<file path="src/rtl/rf_wb_pkg.sv">
`default_nettype none
//------------------------------------------------------------------------------
// Module  : rf_wb_pkg
// Brief   : Shared widths, load-buffer entry type and read-bypass helper for
//           the register-file writeback controller.
// Revision: 1.0 - initial release
//------------------------------------------------------------------------------
package rf_wb_pkg;

    localparam int REG_W     = 32;
    localparam int ADDR_W    = 5;
    localparam int DEPTH_DEF = 2;

    // One buffered load result; valid drops when a younger ALU write hits rd.
    typedef struct packed {
        logic              valid;
        logic [ADDR_W-1:0] rd;
        logic [REG_W-1:0]  data;
    } wb_entry_t;

    // Read-port bypass: r0 is hardwired zero, the write in flight wins over
    // buffered loads, and buffered loads win over the raw register file.
    function automatic logic [REG_W-1:0] bypass(
        input logic [ADDR_W-1:0] ra,
        input logic              wr,
        input logic [ADDR_W-1:0] rw,
        input logic [REG_W-1:0]  dw,
        input logic              buf_hit,
        input logic [REG_W-1:0]  buf_data,
        input logic [REG_W-1:0]  rf_data
    );
        if (ra == '0)
            return '0;
        else if (wr && (rw == ra))
            return dw;
        else if (buf_hit)
            return buf_data;
        else
            return rf_data;
    endfunction

endpackage : rf_wb_pkg
`default_nettype wire

</file>
<file path="src/rtl/rf_wb_fifo.sv">
`default_nettype none
//------------------------------------------------------------------------------
// Module  : rf_wb_fifo
// Brief   : Load-result buffer. Circular storage with per-entry invalidate by
//           destination register, head selection that skips invalidated
//           slots, two youngest-match lookup ports and a pending bitmap.
// Revision: 1.0 - initial release
//------------------------------------------------------------------------------
module rf_wb_fifo
    import rf_wb_pkg::*;
#(
    parameter int DEPTH = DEPTH_DEF
)(
    input  logic               clk,
    input  logic               rst,
    // enqueue
    input  logic               i_push,
    input  logic [ADDR_W-1:0]  i_push_rd,
    input  logic [REG_W-1:0]   i_push_data,
    output logic               o_full,
    // dequeue of the oldest still-valid entry
    input  logic               i_pop,
    output logic               o_head_vld,
    output logic [ADDR_W-1:0]  o_head_rd,
    output logic [REG_W-1:0]   o_head_data,
    // invalidate every entry targeting i_inv_rd
    input  logic               i_inv_en,
    input  logic [ADDR_W-1:0]  i_inv_rd,
    // youngest-match lookups
    input  logic [ADDR_W-1:0]  i_lka_rd,
    output logic               o_lka_hit,
    output logic [REG_W-1:0]   o_lka_data,
    input  logic [ADDR_W-1:0]  i_lkb_rd,
    output logic               o_lkb_hit,
    output logic [REG_W-1:0]   o_lkb_data,
    output logic [REG_W-1:0]   o_pending
);

    localparam int IW = (DEPTH > 1) ? $clog2(DEPTH) : 1;
    localparam int CW = $clog2(DEPTH + 1);
    localparam int SW = ((IW > CW) ? IW : CW) + 1;

    wb_entry_t         r_mem [DEPTH];
    logic [IW-1:0]     r_rptr;
    logic [IW-1:0]     r_wptr;
    logic [CW-1:0]     r_count;

    logic [IW-1:0]     w_slot [DEPTH];
    logic [IW:0]       w_slot_sum;
    logic              w_found;
    logic [IW-1:0]     w_head_off;
    logic              w_pop;
    logic [CW-1:0]     w_adv;
    logic [SW-1:0]     w_rptr_sum;
    logic [IW-1:0]     w_rptr_nxt;
    logic [IW-1:0]     w_wptr_nxt;

    // Physical slot for each age offset, oldest first.
    always_comb begin
        w_slot_sum = '0;
        for (int i = 0; i < DEPTH; i++) begin
            w_slot_sum = {1'b0, r_rptr} + (IW+1)'(i);
            if (w_slot_sum >= (IW+1)'(DEPTH))
                w_slot_sum = w_slot_sum - (IW+1)'(DEPTH);
            w_slot[i] = w_slot_sum[IW-1:0];
        end
    end

    // Scan occupied slots oldest to youngest: head, lookups (last hit is youngest), pending.
    always_comb begin
        w_found     = 1'b0;
        w_head_off  = '0;
        o_head_rd   = '0;
        o_head_data = '0;
        o_lka_hit   = 1'b0;
        o_lka_data  = '0;
        o_lkb_hit   = 1'b0;
        o_lkb_data  = '0;
        o_pending   = '0;
        for (int i = 0; i < DEPTH; i++) begin
            if ((i < int'(r_count)) && r_mem[w_slot[i]].valid) begin
                if (!w_found) begin
                    w_found     = 1'b1;
                    w_head_off  = IW'(i);
                    o_head_rd   = r_mem[w_slot[i]].rd;
                    o_head_data = r_mem[w_slot[i]].data;
                end
                o_pending[r_mem[w_slot[i]].rd] = 1'b1;
                if (r_mem[w_slot[i]].rd == i_lka_rd) begin
                    o_lka_hit  = 1'b1;
                    o_lka_data = r_mem[w_slot[i]].data;
                end
                if (r_mem[w_slot[i]].rd == i_lkb_rd) begin
                    o_lkb_hit  = 1'b1;
                    o_lkb_data = r_mem[w_slot[i]].data;
                end
            end
        end
        o_pending[0] = 1'b0;
    end

    // Retire the popped entry together with any dead slots in front of it;
    // when idle, still reclaim dead slots at the head so they free space.
    always_comb begin
        w_pop = i_pop && w_found;
        if (w_pop)
            w_adv = CW'(w_head_off) + CW'(1);
        else if (w_found)
            w_adv = CW'(w_head_off);
        else
            w_adv = r_count;
        w_rptr_sum = SW'(r_rptr) + SW'(w_adv);
        if (w_rptr_sum >= SW'(DEPTH))
            w_rptr_sum = w_rptr_sum - SW'(DEPTH);
        w_rptr_nxt = w_rptr_sum[IW-1:0];
        if (r_wptr == IW'(DEPTH - 1))
            w_wptr_nxt = '0;
        else
            w_wptr_nxt = r_wptr + IW'(1);
    end

    assign o_head_vld = w_found;
    assign o_full     = (r_count == CW'(DEPTH));

    // Storage, pointers and occupancy count.
    always_ff @(posedge clk or posedge rst) begin
        if (rst) begin
            r_rptr  <= '0;
            r_wptr  <= '0;
            r_count <= '0;
            for (int i = 0; i < DEPTH; i++)
                r_mem[i] <= '0;
        end else begin
            for (int i = 0; i < DEPTH; i++) begin
                if (i_inv_en && r_mem[i].valid && (r_mem[i].rd == i_inv_rd))
                    r_mem[i].valid <= 1'b0;
            end
            if (i_push) begin
                r_mem[r_wptr] <= '{valid: 1'b1, rd: i_push_rd, data: i_push_data};
                r_wptr        <= w_wptr_nxt;
            end
            r_rptr  <= w_rptr_nxt;
            r_count <= r_count - w_adv + CW'(i_push);
        end
    end

endmodule : rf_wb_fifo
`default_nettype wire

</file>
<file path="src/rtl/rf_wb_ctrl.sv">
`default_nettype none
//------------------------------------------------------------------------------
// Module  : rf_wb_ctrl
// Brief   : Register-file writeback arbiter. ALU results write immediately;
//           load results queue in a small buffer and drain when the ALU is
//           idle. Read ports are bypassed from the write in flight and from
//           the buffer.
// Revision: 1.0 - initial release
//------------------------------------------------------------------------------
module rf_wb_ctrl
    import rf_wb_pkg::*;
#(
    parameter int DEPTH = DEPTH_DEF
)(
    input  logic               HCLK,
    input  logic               HRESET,
    input  logic               alu_valid,
    input  logic [ADDR_W-1:0]  alu_rd,
    input  logic [REG_W-1:0]   alu_data,
    input  logic               ld_valid,
    input  logic [ADDR_W-1:0]  ld_rd,
    input  logic [REG_W-1:0]   ld_data,
    output logic               ld_ready,
    output logic               WR,
    output logic [ADDR_W-1:0]  RW,
    output logic [REG_W-1:0]   DW,
    input  logic [ADDR_W-1:0]  RA,
    input  logic [ADDR_W-1:0]  RB,
    input  logic [REG_W-1:0]   DA_rf,
    input  logic [REG_W-1:0]   DB_rf,
    output logic [REG_W-1:0]   DA,
    output logic [REG_W-1:0]   DB,
    output logic [REG_W-1:0]   pending
);

    logic               r_wr;
    logic [ADDR_W-1:0]  r_rw;
    logic [REG_W-1:0]   r_dw;

    logic               w_full;
    logic               w_alu_req;
    logic               w_push;
    logic               w_pop;
    logic               w_head_vld;
    logic [ADDR_W-1:0]  w_head_rd;
    logic [REG_W-1:0]   w_head_data;
    logic               w_lka_hit;
    logic [REG_W-1:0]   w_lka_data;
    logic               w_lkb_hit;
    logic [REG_W-1:0]   w_lkb_data;

    // A load to r0 is accepted but discarded; a load colliding with a
    // same-cycle ALU write to the same register is older and thus dead.
    assign w_alu_req = alu_valid && (alu_rd != '0);
    assign ld_ready  = !w_full;
    assign w_push    = ld_valid && !w_full && (ld_rd != '0)
                       && !(w_alu_req && (alu_rd == ld_rd));
    assign w_pop     = !w_alu_req && w_head_vld;

    rf_wb_fifo #(
        .DEPTH (DEPTH)
    ) u_fifo (
        .clk         (HCLK),
        .rst         (HRESET),
        .i_push      (w_push),
        .i_push_rd   (ld_rd),
        .i_push_data (ld_data),
        .o_full      (w_full),
        .i_pop       (w_pop),
        .o_head_vld  (w_head_vld),
        .o_head_rd   (w_head_rd),
        .o_head_data (w_head_data),
        .i_inv_en    (w_alu_req),
        .i_inv_rd    (alu_rd),
        .i_lka_rd    (RA),
        .o_lka_hit   (w_lka_hit),
        .o_lka_data  (w_lka_data),
        .i_lkb_rd    (RB),
        .o_lkb_hit   (w_lkb_hit),
        .o_lkb_data  (w_lkb_data),
        .o_pending   (pending)
    );

    // Registered write port: ALU first, else oldest live load, else idle (hold address/data).
    always_ff @(posedge HCLK or posedge HRESET) begin
        if (HRESET) begin
            r_wr <= 1'b0;
            r_rw <= '0;
            r_dw <= '0;
        end else if (w_alu_req) begin
            r_wr <= 1'b1;
            r_rw <= alu_rd;
            r_dw <= alu_data;
        end else if (w_pop) begin
            r_wr <= 1'b1;
            r_rw <= w_head_rd;
            r_dw <= w_head_data;
        end else begin
            r_wr <= 1'b0;
        end
    end

    assign WR = r_wr;
    assign RW = r_rw;
    assign DW = r_dw;

    assign DA = bypass(RA, r_wr, r_rw, r_dw, w_lka_hit, w_lka_data, DA_rf);
    assign DB = bypass(RB, r_wr, r_rw, r_dw, w_lkb_hit, w_lkb_data, DB_rf);

endmodule : rf_wb_ctrl
`default_nettype wire

</file>
<file path="config.mk">
export PLATFORM = sky130hd
export DESIGN_NAME = rf_wb_ctrl
export DESIGN_NICKNAME = d
export VERILOG_FILES = /design/src/rtl/rf_wb_pkg.sv /design/src/rtl/rf_wb_fifo.sv /design/src/rtl/rf_wb_ctrl.sv
export SDC_FILE = /design/constraint.sdc
export NUM_CORES = 1
export LEC_CHECK = 0
export CAP_MARGIN = 20
export CORE_MARGIN = 4
export CORE_UTILIZATION = 50
export CTS_CLUSTER_SIZE = 28
export DETAILED_ROUTE_END_ITERATION = 7
export GPL_TIMING_DRIVEN = 0
export PLACE_DENSITY = 0.87
export SLEW_MARGIN = 5
export SYNTH_ARGS = -nofsm -noshare
export SYNTH_HDL_FRONTEND = slang
export SYNTH_HIERARCHICAL = 1
export SYNTH_SLANG_ARGS = --single-unit
</file>
<file path="constraint.sdc">
create_clock -name HCLK -period 4.04 [get_ports HCLK]
set_clock_uncertainty 0.15 [all_clocks]
set_input_delay 0.808 -clock HCLK [delete_from_list [all_inputs] [get_ports HCLK]]
set_output_delay 0.808 -clock HCLK [all_outputs]
set_load 0.01 [all_outputs]
</file>
==> summary.md <==
| Metric | Value |
|---|---|
| Maximum VDD drop | 0.521 mV |
| Routed wire length | about 49,000 um |
| Area Growth Syn to Fin | 50.0% |
| Vias in the first global route | between 10,000 and 15,000 |
| Synth top area cells | dfrtp_1, mux2i_1, mux2_2, nand4_1, nand2_1 |
| EDFF count, synth | 0 |
| Initial antenna violation count | 2 |
| Clock slew at reported path FFs | 0.05 ns |
| Cell variety after synth | 50 |
| Sequential share of the synthesized area | 28.9% |
| Syn Area/Cell | 9.56 um^2 |
| H-tree depth | 4 |
| Leak pwr | 6.56 nW |
| Synth warn | 6 |
| Synth area leader | dfrtp_1 |
| Largest net degree at the start of global routing | 58 |
| Least-Margin Pin Slew | 0.978 ns |
| # setup viols final | 64 |
| Most instantiated cells after synthesis | mux2i_1, dfrtp_1, mux2_2 |
| Longest Clk Path Bufs | 2 |
| # rows | 52 |
| Fillers | approximately 1,200 |
| Wire per inst | 28.4 um |
| Buffers on Ports | ~290 |
| Hold WS | 0.382 ns |
| Delay-heaviest family, CP | buffers and inverters |
| Avg Vias per Cell | 7.00 |
| Die area | between 0.02 and 0.025 mm^2 |
| Required @ worst endpoint | 3.08 ns |
| Failing checks | negative setup slack |
| Fin area | roughly 0.015 mm^2 |
| Status | complete, but fails checks |
| Slew HR | 34.8% |
| Post-route ant nets | 0 |
| Chip height | 151 um |
| Unrepaired setup endpoints after global routing | yes |
| CP max stage cell | dfrtp_2 |
| Most frequent cell after synthesis | mux2i_1 |
| Initial Util | slightly above 50% |
| Core Region | 0.0202 mm^2 |
| Hold Crit Class | register to register |
| Worst Path Max Fanout | 6 |
| Synth top area share | between 20% and 30% |
| Max-Cap Viols | 0 |
| Final number of hold-violating endpoints | 0 |
| Fin nets | 1,586 |
| Ys async rst share | 100% |
| Worst-Skew Late Latency | approximately 0.43 ns |
| Tot GR Track Use | between 30 and 40% |
| First-pass GRT wire length | 67,100 um |
| Most used DFF post-synth | dfrtp_1 |
| R2r setup slk | 0.05 ns |
| Final worst slack | -0.203 ns |
| GRT overflow | 0 |
| CTS root buf | clkbuf_16 |
| PD cells | 897 mW/mm^2 |
| Net count after synthesis | 1,222 |
| Crit path buffers/inverters | 6 |
| CTS Sinks | 118 |
| Critical path arrival | 3.29 ns |
| Slew Viols, Final | 0 |
| I/O Pins | 287 |
| Detailed Place HPWL | 30,000 um |
| CP startpoint kind | register |
| Gp weighted congestion | 0.926 |
| DR pass1 iterations | 6 |
| Via count | 12,000 |
| Final Critical Period | about 4.2 ns |
| Synthesized flop and latch total | ~120 |
| TritonCTS buffer count | 17 |
| DRC Markers | 0 |
| CTS tree | built |
| Cells along the critical path | buf_12 > buf_12 > mux2i_4 > xnor2_2 > nor3_4 > buf_4 > buf_6 > buf_4 > nand4_1 > mux2i_1 > mux2i_1 > o21ai_1 > o211a_1 > clkbuf_2 |
| Critical path type | register to output port |
| Placed Area | 0.0135 mm^2 |
| Cell area after synthesis | between 0.01 and 0.015 mm^2 |
| Drt initial violations | 1,933 |
| CP endpoint kind | output port |
| Highest clock rate | 236 MHz |
| Crit-path max cell delay | 0.46 ns |
| Die width | 151 um |
| Mapped Cells | 1,068 |
| Fin crit share | 105% |
| Share of post-route cells with drive strength above 1 | 32.3% |
==> per-layer routing <==
layer	vias up	global-route usage [%]	routed length, um
met5	-	0	41
met4	2	21.5	3660
met3	378	12.2	6850
met2	1335	61.4	21600
met1	5552	46.0	16600
li1	4747	-	-
==> cells by family after synthesis <==
logic type      count (synthesis)  share of synthesized area (%)
mux                           319                           33.1
fa+ha+maj                       2                          0.245
flops                         118                           28.9
xor+xnor                       48                           4.12
buf+inv                       113                           5.79
simple gates                  226                           11.4
compound gates                241                           16.3
other cells                     1                         0.0367
==> power by group <==
| group | switching [W] | internal, W | leakage [nW] |
|---|---|---|---|
| Sequential | 0.000791 | 0.00179 | 1.40 |
| Clock | 0.000567 | 0.000963 | 0.288 |
| Combinational | 0.00542 | 0.00421 | 4.87 |
==> worst reg2reg max path: stages, from the launching register on <==
cell and delay, ns:
dfrtp_2 0.46, buf_4 0.16, mux2_2 0.26, nand2_1 0.20
nand2_1 0.14, clkbuf_1 0.16, buf_2 0.36, buf_2 0.40
and2_1 0.25, mux2_2 0.37, o31a_1 0.14, ha_1 0.29
inv_1 0.06, ha_1 0.16, xor2_1 0.22, xnor2_1 0.10
==> area by class of cell <==
type	instances	area [um^2]	share of cell area, %
antenna	2	5.00	0.0327
multi-input combinational	837	7260	47.4
timing repair buffer	353	3350	21.9
sequential	118	2950	19.3
clock buffer	22	484	3.16
tap	270	338	2.20
buffer	98	801	5.23
inverter	7	31.3	0.204
clock inverter	9	100	0.653
==> cells in the final DEF (no fill, tap or decap), drive strengths merged, types with 3 or more instances in the layout <==
cell	netlist	layout
or3	4	4
dlygate4sd2	0	9
clkbuf	58	94
buf	48	158
or2	3	3
nor2b	3	3
a211oi	4	4
nand2	97	97
xor2	8	8
clkdlybuf4s50	0	211
nor3	9	9
mux2	110	110
nand2b	7	7
inv	7	7
o21ai	106	106
clkinv	0	5
and2	3	3
dfrtp	118	118
nor3b	3	3
nand4	70	70
o22ai	34	34
xnor2	40	40
nor2	11	11
nand3	7	7
o211a	28	28
mux2i	209	209
a21oi	32	32
o31ai	33	33
==> repair_timing <==
action,in CTS,in global routing
gates cloned,4,7
pin swaps,24,31
hold buffers,0,0
endpoints found under the setup margin,114,110
buffers inserted,38,20
gates resized for setup,365,150
==> worst paths after layout <==
path	start	endpoint	cells after the start
max reg2reg	u_fifo/r_rptr$_DFF_PP0_	u_fifo/r_count[1]$_DFF_PP0_	15
min in group asynchronous	HRESET	asynchronous set/reset pin	2
max	u_fifo/r_rptr$_DFF_PP0_	DB[30]	14
min reg2reg	register	register	1
min	register	register	1
max in group asynchronous	HRESET	u_fifo/r_rptr$_DFF_PP0_	3
==> per-stage QoR <==
step | total power (W) | setup slack, ns | std cells | util, % | setup TNS (ns)
2_1_floorplan | 0.00722 | 0.210 | 1068 | - | 0
3_3_place_gp | 0.00981 | -1.42 | 1623 | 66.5 | -117.70
3_5_place_dp | 0.0100 | -1.47 | 1625 | 66.7 | -96.25
4_1_cts | 0.0123 | -0.0182 | 1693 | 73.0 | -0.0431
5_1_grt | 0.0141 | -0.273 | 1715 | 76.0 | -7.50
6_report | 0.0137 | -0.203 | 1716 | 76.0 | -5.82
No activity file was read; power rests on OpenSTA's default activity.
